$ cat config.mk
export PLATFORM = sky130hd
export DESIGN_NAME = seg_display_arbiter
export DESIGN_NICKNAME = d
export VERILOG_FILES = /design/src/rtl/seg_display_pkg.sv /design/src/rtl/seg_rr_picker.sv /design/src/rtl/seg_display_arbiter.sv
export SDC_FILE = /design/constraint.sdc
export NUM_CORES = 1
export LEC_CHECK = 0
export BUFFER_PORTS_ARGS = -buffer_cell sky130_fd_sc_hd__buf_2
export CAP_MARGIN = 5
export CORE_UTILIZATION = 30
export DETAILED_ROUTE_END_ITERATION = 10
export PLACE_DENSITY = 0.58
export SLEW_MARGIN = 20
export SYNTH_ARGS = -nofsm -noshare
export SYNTH_HDL_FRONTEND = slang
export SYNTH_HIERARCHICAL = 1
export SYNTH_SLANG_ARGS = --single-unit
$ cat constraint.sdc
create_clock -name clk -period 2.9 [get_ports clk]
set_clock_uncertainty 0.2 [all_clocks]
set_input_delay 0.58 -clock clk [delete_from_list [all_inputs] [get_ports clk]]
set_output_delay 0.58 -clock clk [all_outputs]
set_load 0.005 [all_outputs]
$ cat src/rtl/seg_display_pkg.sv
// Shared types and constants for the seven-segment display arbitration slice.
package seg_display_pkg;

  localparam int NUM_DIGITS = 4;
  localparam int DIGIT_W    = 4;

  typedef logic [DIGIT_W-1:0]            digit_t;
  typedef logic [NUM_DIGITS*DIGIT_W-1:0] disp_value_t;

  typedef enum logic {IDLE, OWNED} arb_state_t;

endpackage

$ cat src/rtl/seg_rr_picker.sv
// Combinational round-robin search: first set req index after 'last', wrapping.
module seg_rr_picker #(
  parameter int NUM_REQ = 3,
  parameter int IDX_W   = $clog2(NUM_REQ)
) (
  input  logic [NUM_REQ-1:0] req,
  input  logic [IDX_W-1:0]   last,
  output logic               found,
  output logic [IDX_W-1:0]   idx
);

  // Scanning the farthest candidate first lets the nearest one overwrite it.
  always_comb begin
    // NOTE: every always_comb output gets a default first so no path can infer a latch.
    found = 1'b0;
    idx   = '0;
    for (int k = NUM_REQ; k >= 1; k--) begin
      if (req[(int'(last) + k) % NUM_REQ]) begin
        found = 1'b1;
        idx   = IDX_W'((int'(last) + k) % NUM_REQ);
      end
    end
  end

endmodule

$ cat src/rtl/seg_display_arbiter.sv
// Round-robin owner of the shared 4-digit display with a minimum dwell per grant.
module seg_display_arbiter
  import seg_display_pkg::*;
#(
  parameter int          NUM_REQ     = 3,
  parameter int          HOLD_CYCLES = 100_000_000,
  parameter disp_value_t IDLE_VALUE  = 16'h0000
) (
  input  logic                            clk,
  input  logic                            rst,
  input  logic [NUM_REQ-1:0]              req,
  input  logic [NUM_REQ*16-1:0]           value,
  input  logic [NUM_REQ*NUM_DIGITS-1:0]   dp_mask,
  output logic [NUM_REQ-1:0]              grant,
  output logic                            busy,
  output digit_t                          num3,
  output digit_t                          num2,
  output digit_t                          num1,
  output digit_t                          num0,
  output logic [NUM_DIGITS-1:0]           dpSelector
);

  localparam int IDX_W = $clog2(NUM_REQ);
  localparam int CNT_W = $clog2(HOLD_CYCLES);
  localparam logic [CNT_W-1:0] HOLD_MAX = CNT_W'(HOLD_CYCLES - 1);
  localparam logic [IDX_W-1:0] LAST_RST = IDX_W'(NUM_REQ - 1);

  arb_state_t              state, state_n;
  logic [IDX_W-1:0]        last, last_n;
  logic [CNT_W-1:0]        hold_cnt, hold_cnt_n;
  disp_value_t             disp_q, disp_n;
  logic [NUM_DIGITS-1:0]   dp_q, dp_n;

  logic                    pick_found;
  logic [IDX_W-1:0]        pick_idx;

  seg_rr_picker #(.NUM_REQ(NUM_REQ), .IDX_W(IDX_W)) u_picker (
    .req   (req),
    .last  (last),
    .found (pick_found),
    .idx   (pick_idx)
  );

  // While OWNED, 'last' is the owner, so the search from last+1 reaches the
  // owner only after every other client; pick_idx != last means a competitor.
  always_comb begin
    state_n    = state;
    last_n     = last;
    hold_cnt_n = hold_cnt;
    unique case (state)
      IDLE: begin
        if (pick_found) begin
          state_n    = OWNED;
          last_n     = pick_idx;
          hold_cnt_n = '0;
        end
      end
      OWNED: begin
        if (!req[last]) begin
          hold_cnt_n = '0;
          if (pick_found) last_n  = pick_idx;
          else            state_n = IDLE;
        end else if (hold_cnt != HOLD_MAX) begin
          hold_cnt_n = hold_cnt + CNT_W'(1);
        end else if (pick_idx != last) begin
          last_n     = pick_idx;
          hold_cnt_n = '0;
        end
      end
      default: state_n = IDLE;
    endcase
  end

  // Display data follows the owner chosen for the next cycle so it lands with the grant.
  always_comb begin
    disp_n = IDLE_VALUE;
    dp_n   = '0;
    if (state_n == OWNED) begin
      disp_n = value[int'(last_n)*16 +: 16];
      dp_n   = dp_mask[int'(last_n)*NUM_DIGITS +: NUM_DIGITS];
    end
  end

  always_ff @(posedge clk) begin
    // NOTE: sequential state uses non-blocking assignments so every register samples pre-edge values.
    if (rst) begin
      state    <= IDLE;
      last     <= LAST_RST;
      hold_cnt <= '0;
      disp_q   <= IDLE_VALUE;
      dp_q     <= '0;
    end else begin
      state    <= state_n;
      last     <= last_n;
      hold_cnt <= hold_cnt_n;
      disp_q   <= disp_n;
      dp_q     <= dp_n;
    end
  end

  assign busy       = (state == OWNED);
  assign grant      = busy ? (NUM_REQ'(1) << last) : '0;
  assign num3       = disp_q[3*DIGIT_W +: DIGIT_W];
  assign num2       = disp_q[2*DIGIT_W +: DIGIT_W];
  assign num1       = disp_q[1*DIGIT_W +: DIGIT_W];
  assign num0       = disp_q[0*DIGIT_W +: DIGIT_W];
  assign dpSelector = dp_q;

endmodule

==> results.cfg <==
[worst_hold_path]
min_from = hold_cnt[26]
hold_depth = 2
hold_end = hold_cnt[26]
hold_class = flip-flop to flip-flop

[sta]
period_share_pct = 95.56
fin_tns_setup_ps = 0
drv_slew = 0
clock.fmax_ghz = 0.3608
finalHoldViolCount = 0
setup_ws_ps = 128.7
rsz0062_at_grt = yes
whs_ps = 317.3
setup_viol = 0
max_slew_margin_pct = 28.78
tightest_slew_ps = 1068
min_period_ps = 2771

[synthesis]
syn_avg_cell_area_um2 = 7.750
synthCells = 463
synth-async-reset-ratio_pct = 0
synth-edff-count = 0
synth_top_area_share_pct = 27.89
synthTopCellsByArea = dfxtp_1 (28%), nand2_1 (9.9%), a21oi_1 (9.1%)
ys_seq_area_share_pct = 27.89
synth.net_count = 533
synthFlopType = dfxtp_1
netlist_area_mm2 = 0.003588
ys_seq_elements = 50
netlist_top_cells_count = nand2_1 (95), a21oi_1 (65), dfxtp_1 (50), nor2_1 (32), mux2_2 (22)
yosysMostFrequentCell = nand2_1
synth_warnings = 6
synth_top_area_cell = dfxtp_1
synth.distinct_cells = 52

[power_and_ir_drop]
netSwitchingFraction_pct = 43.22
power_frac_comb_pct = 66.2
ir_worst_vdd_uv = 387.3
power.internal_mw = 2.464
seqPwrFrac_pct = 20.1
power_switching_mw = 1.875
p_total_mw = 4.339
power_leakage_nw = 1.832
power_density_mw_per_mm2 = 961.6
p_clk_share_pct = 13.7

[drt]
ant_nets = 0
wl_um = 10180
drc_errors = 14
wl_per_cell_um = 14.71
dr_total_vias = 3597
vias_per_cell = 5.198
first_pass_iters = 8
drt-initial-drc-count = 297

[layout]
final_area_mm2 = 0.004512
drive_above_1_share_pct = 30.97
final_nets = 618
diodes = 0
syn2layout_area_growth_pct = 25.73

[critical_path]
cp_max_fo = 6
worst_setup_path_start_kind = flip-flop
r2r_start = last[0]
worstRegToRegCells = 13
worstReg2RegEnd = hold_cnt[7]
crit_required_ps = 2890
reg2reg_slack_ps = 130
endpoint_kind = flip-flop
critPathKind = flip-flop to flip-flop
arrival_ps = 2760

[grt]
antenna_found_initial = 0
track_usage_pct = 16.38
gr-total-overflow = 0
grt_first_pass_wirelength_um = 16770
grt_pass1_vias = 3503
grt_max_degree = 27

[status]
status = finished, violations left
violations = design-rule violations

[place]
placed_area_mm2 = 0.004243
routabilityCongestion = 0.7730
portBuffers = 88
hpwl_um = 6951
place_worst_setup_slack_ps = -87.13

[floorplanning]
die_w_um = 111.4
io_pins = 89
row_count = 39
die_area_mm2 = 0.01240
initial_core_util_pct = 31.16
die_h_um = 111.4
core_area_mm2 = 0.01152

[cts]
cts_buffer_depth = 2
cts.sinks = 50
cts-buffers-inserted = 5
cts_tree = yes
clk_pin_slew_worst_paths_ps = 70
htreeDepth = 2
clock-root-buffer = clkbuf_16
clock_latency_ps = 290

[job]
cap_viol_max_count = 0
[logic make-up (layout without fill, tap and decap cells)]
logic type | after synthesis | after routing | share of synthesized area (%)
fa+ha+maj | 5 | 5 | 1.743
xor+xnor | 27 | 27 | 6.590
compound gates | 129 | 129 | 23.99
buf+inv | 41 | 127 | 5.648
simple gates | 183 | 183 | 25.42
flops | 50 | 50 | 27.89
mux | 28 | 28 | 8.717
[state kept, by name, summed over array words and instances (netlist names)]
signal and count:
dpSelector 4, hold_cnt 27, busy 1, disp_q 16, last 2
[layer usage]
metal  GRT usage [%]  wire (µm)  vias to the layer above  share of wire, %
met3           2.940        556                        8               5.5
met5               0          0                        -                 0
met4           5.135        110                        0               1.1
met2           28.21       4890                      104                48
met1           20.75       4625                     1672                45
li1                -          -                     1813                 -
[power groups by stage]
stage / clock, mW / sequential (mW) / combinational, mW
2_1_floorplan: 0 / 0.880 / 1.97
3_3_place_gp: 0 / 0.879 / 2.68
3_5_place_dp: 0 / 0.881 / 2.75
4_1_cts: 0.624 / 0.867 / 2.77
5_1_grt: 0.651 / 0.882 / 3.15
6_report: 0.596 / 0.872 / 2.87
[worst max path at each step]
stage | start | depth (start not counted) | endpoint | slack, ps
CTS | last[0] | 13 | hold_cnt[8] | 9
finish | last[0] | 13 | hold_cnt[7] | 130
global placement | last[0] | 13 | hold_cnt[11] | 60
detailed placement | last[0] | 13 | hold_cnt[11] | -90
global route | last[1] | 12 | disp_q[5] | -30
floorplan | last[0] | 15 | hold_cnt[3] | 150
[layout by cell type (no fill, tap or decap), types with 5 or more instances in the layout]
master     instances
nand2_1           95
buf_2             89
xnor2_1           12
a32o_1            20
a21o_1            21
and4_1             5
nor2_1            32
dfxtp_1           48
mux2_2            22
a21oi_1           65
nand3_1            9
nor3_1             5
inv_1              7
xor2_1            15
buf_4             19
clkbuf_16          5
[area by class of cell]
class	count	area, µm²
Sequential cell	50	1003
Clock inverter	2	13.76
Timing Repair Buffer	112	668.1
Tap cell	143	178.9
Inverter	7	26.28
Multi-Input combinational cell	372	2492
Fill cell	1193	7004
Clock buffer	6	128.9
[metrics by stage]
stage | std cells | utilization, %
finish | 692 | 39.18
CTS | 686 | 38.21
global placement | 678 | 36.84
detailed placement | 678 | 36.84
floorplan | 463 | -
global route | 692 | 39.18
[worst max-delay path: stages, from the launching register on]
cell      delay, ps
dfxtp_2         360
inv_1            80
ha_4            260
buf_4           140
o21ai_0         230
a211oi_2         90
o21bai_4        200
xor2_1          150
nor2_1          140
nor4b_4         240
buf_4           200
nor3_1           60
and4b_1         180
a21o_1          140
[what timing repair did]
item,in CTS,in global routing
gates resized for setup,3,15
cloned,0,1
endpoints found under the setup margin,5,48
setup buffers,0,5
hold buffers,0,0
Power figures use the tool's default switching activity.
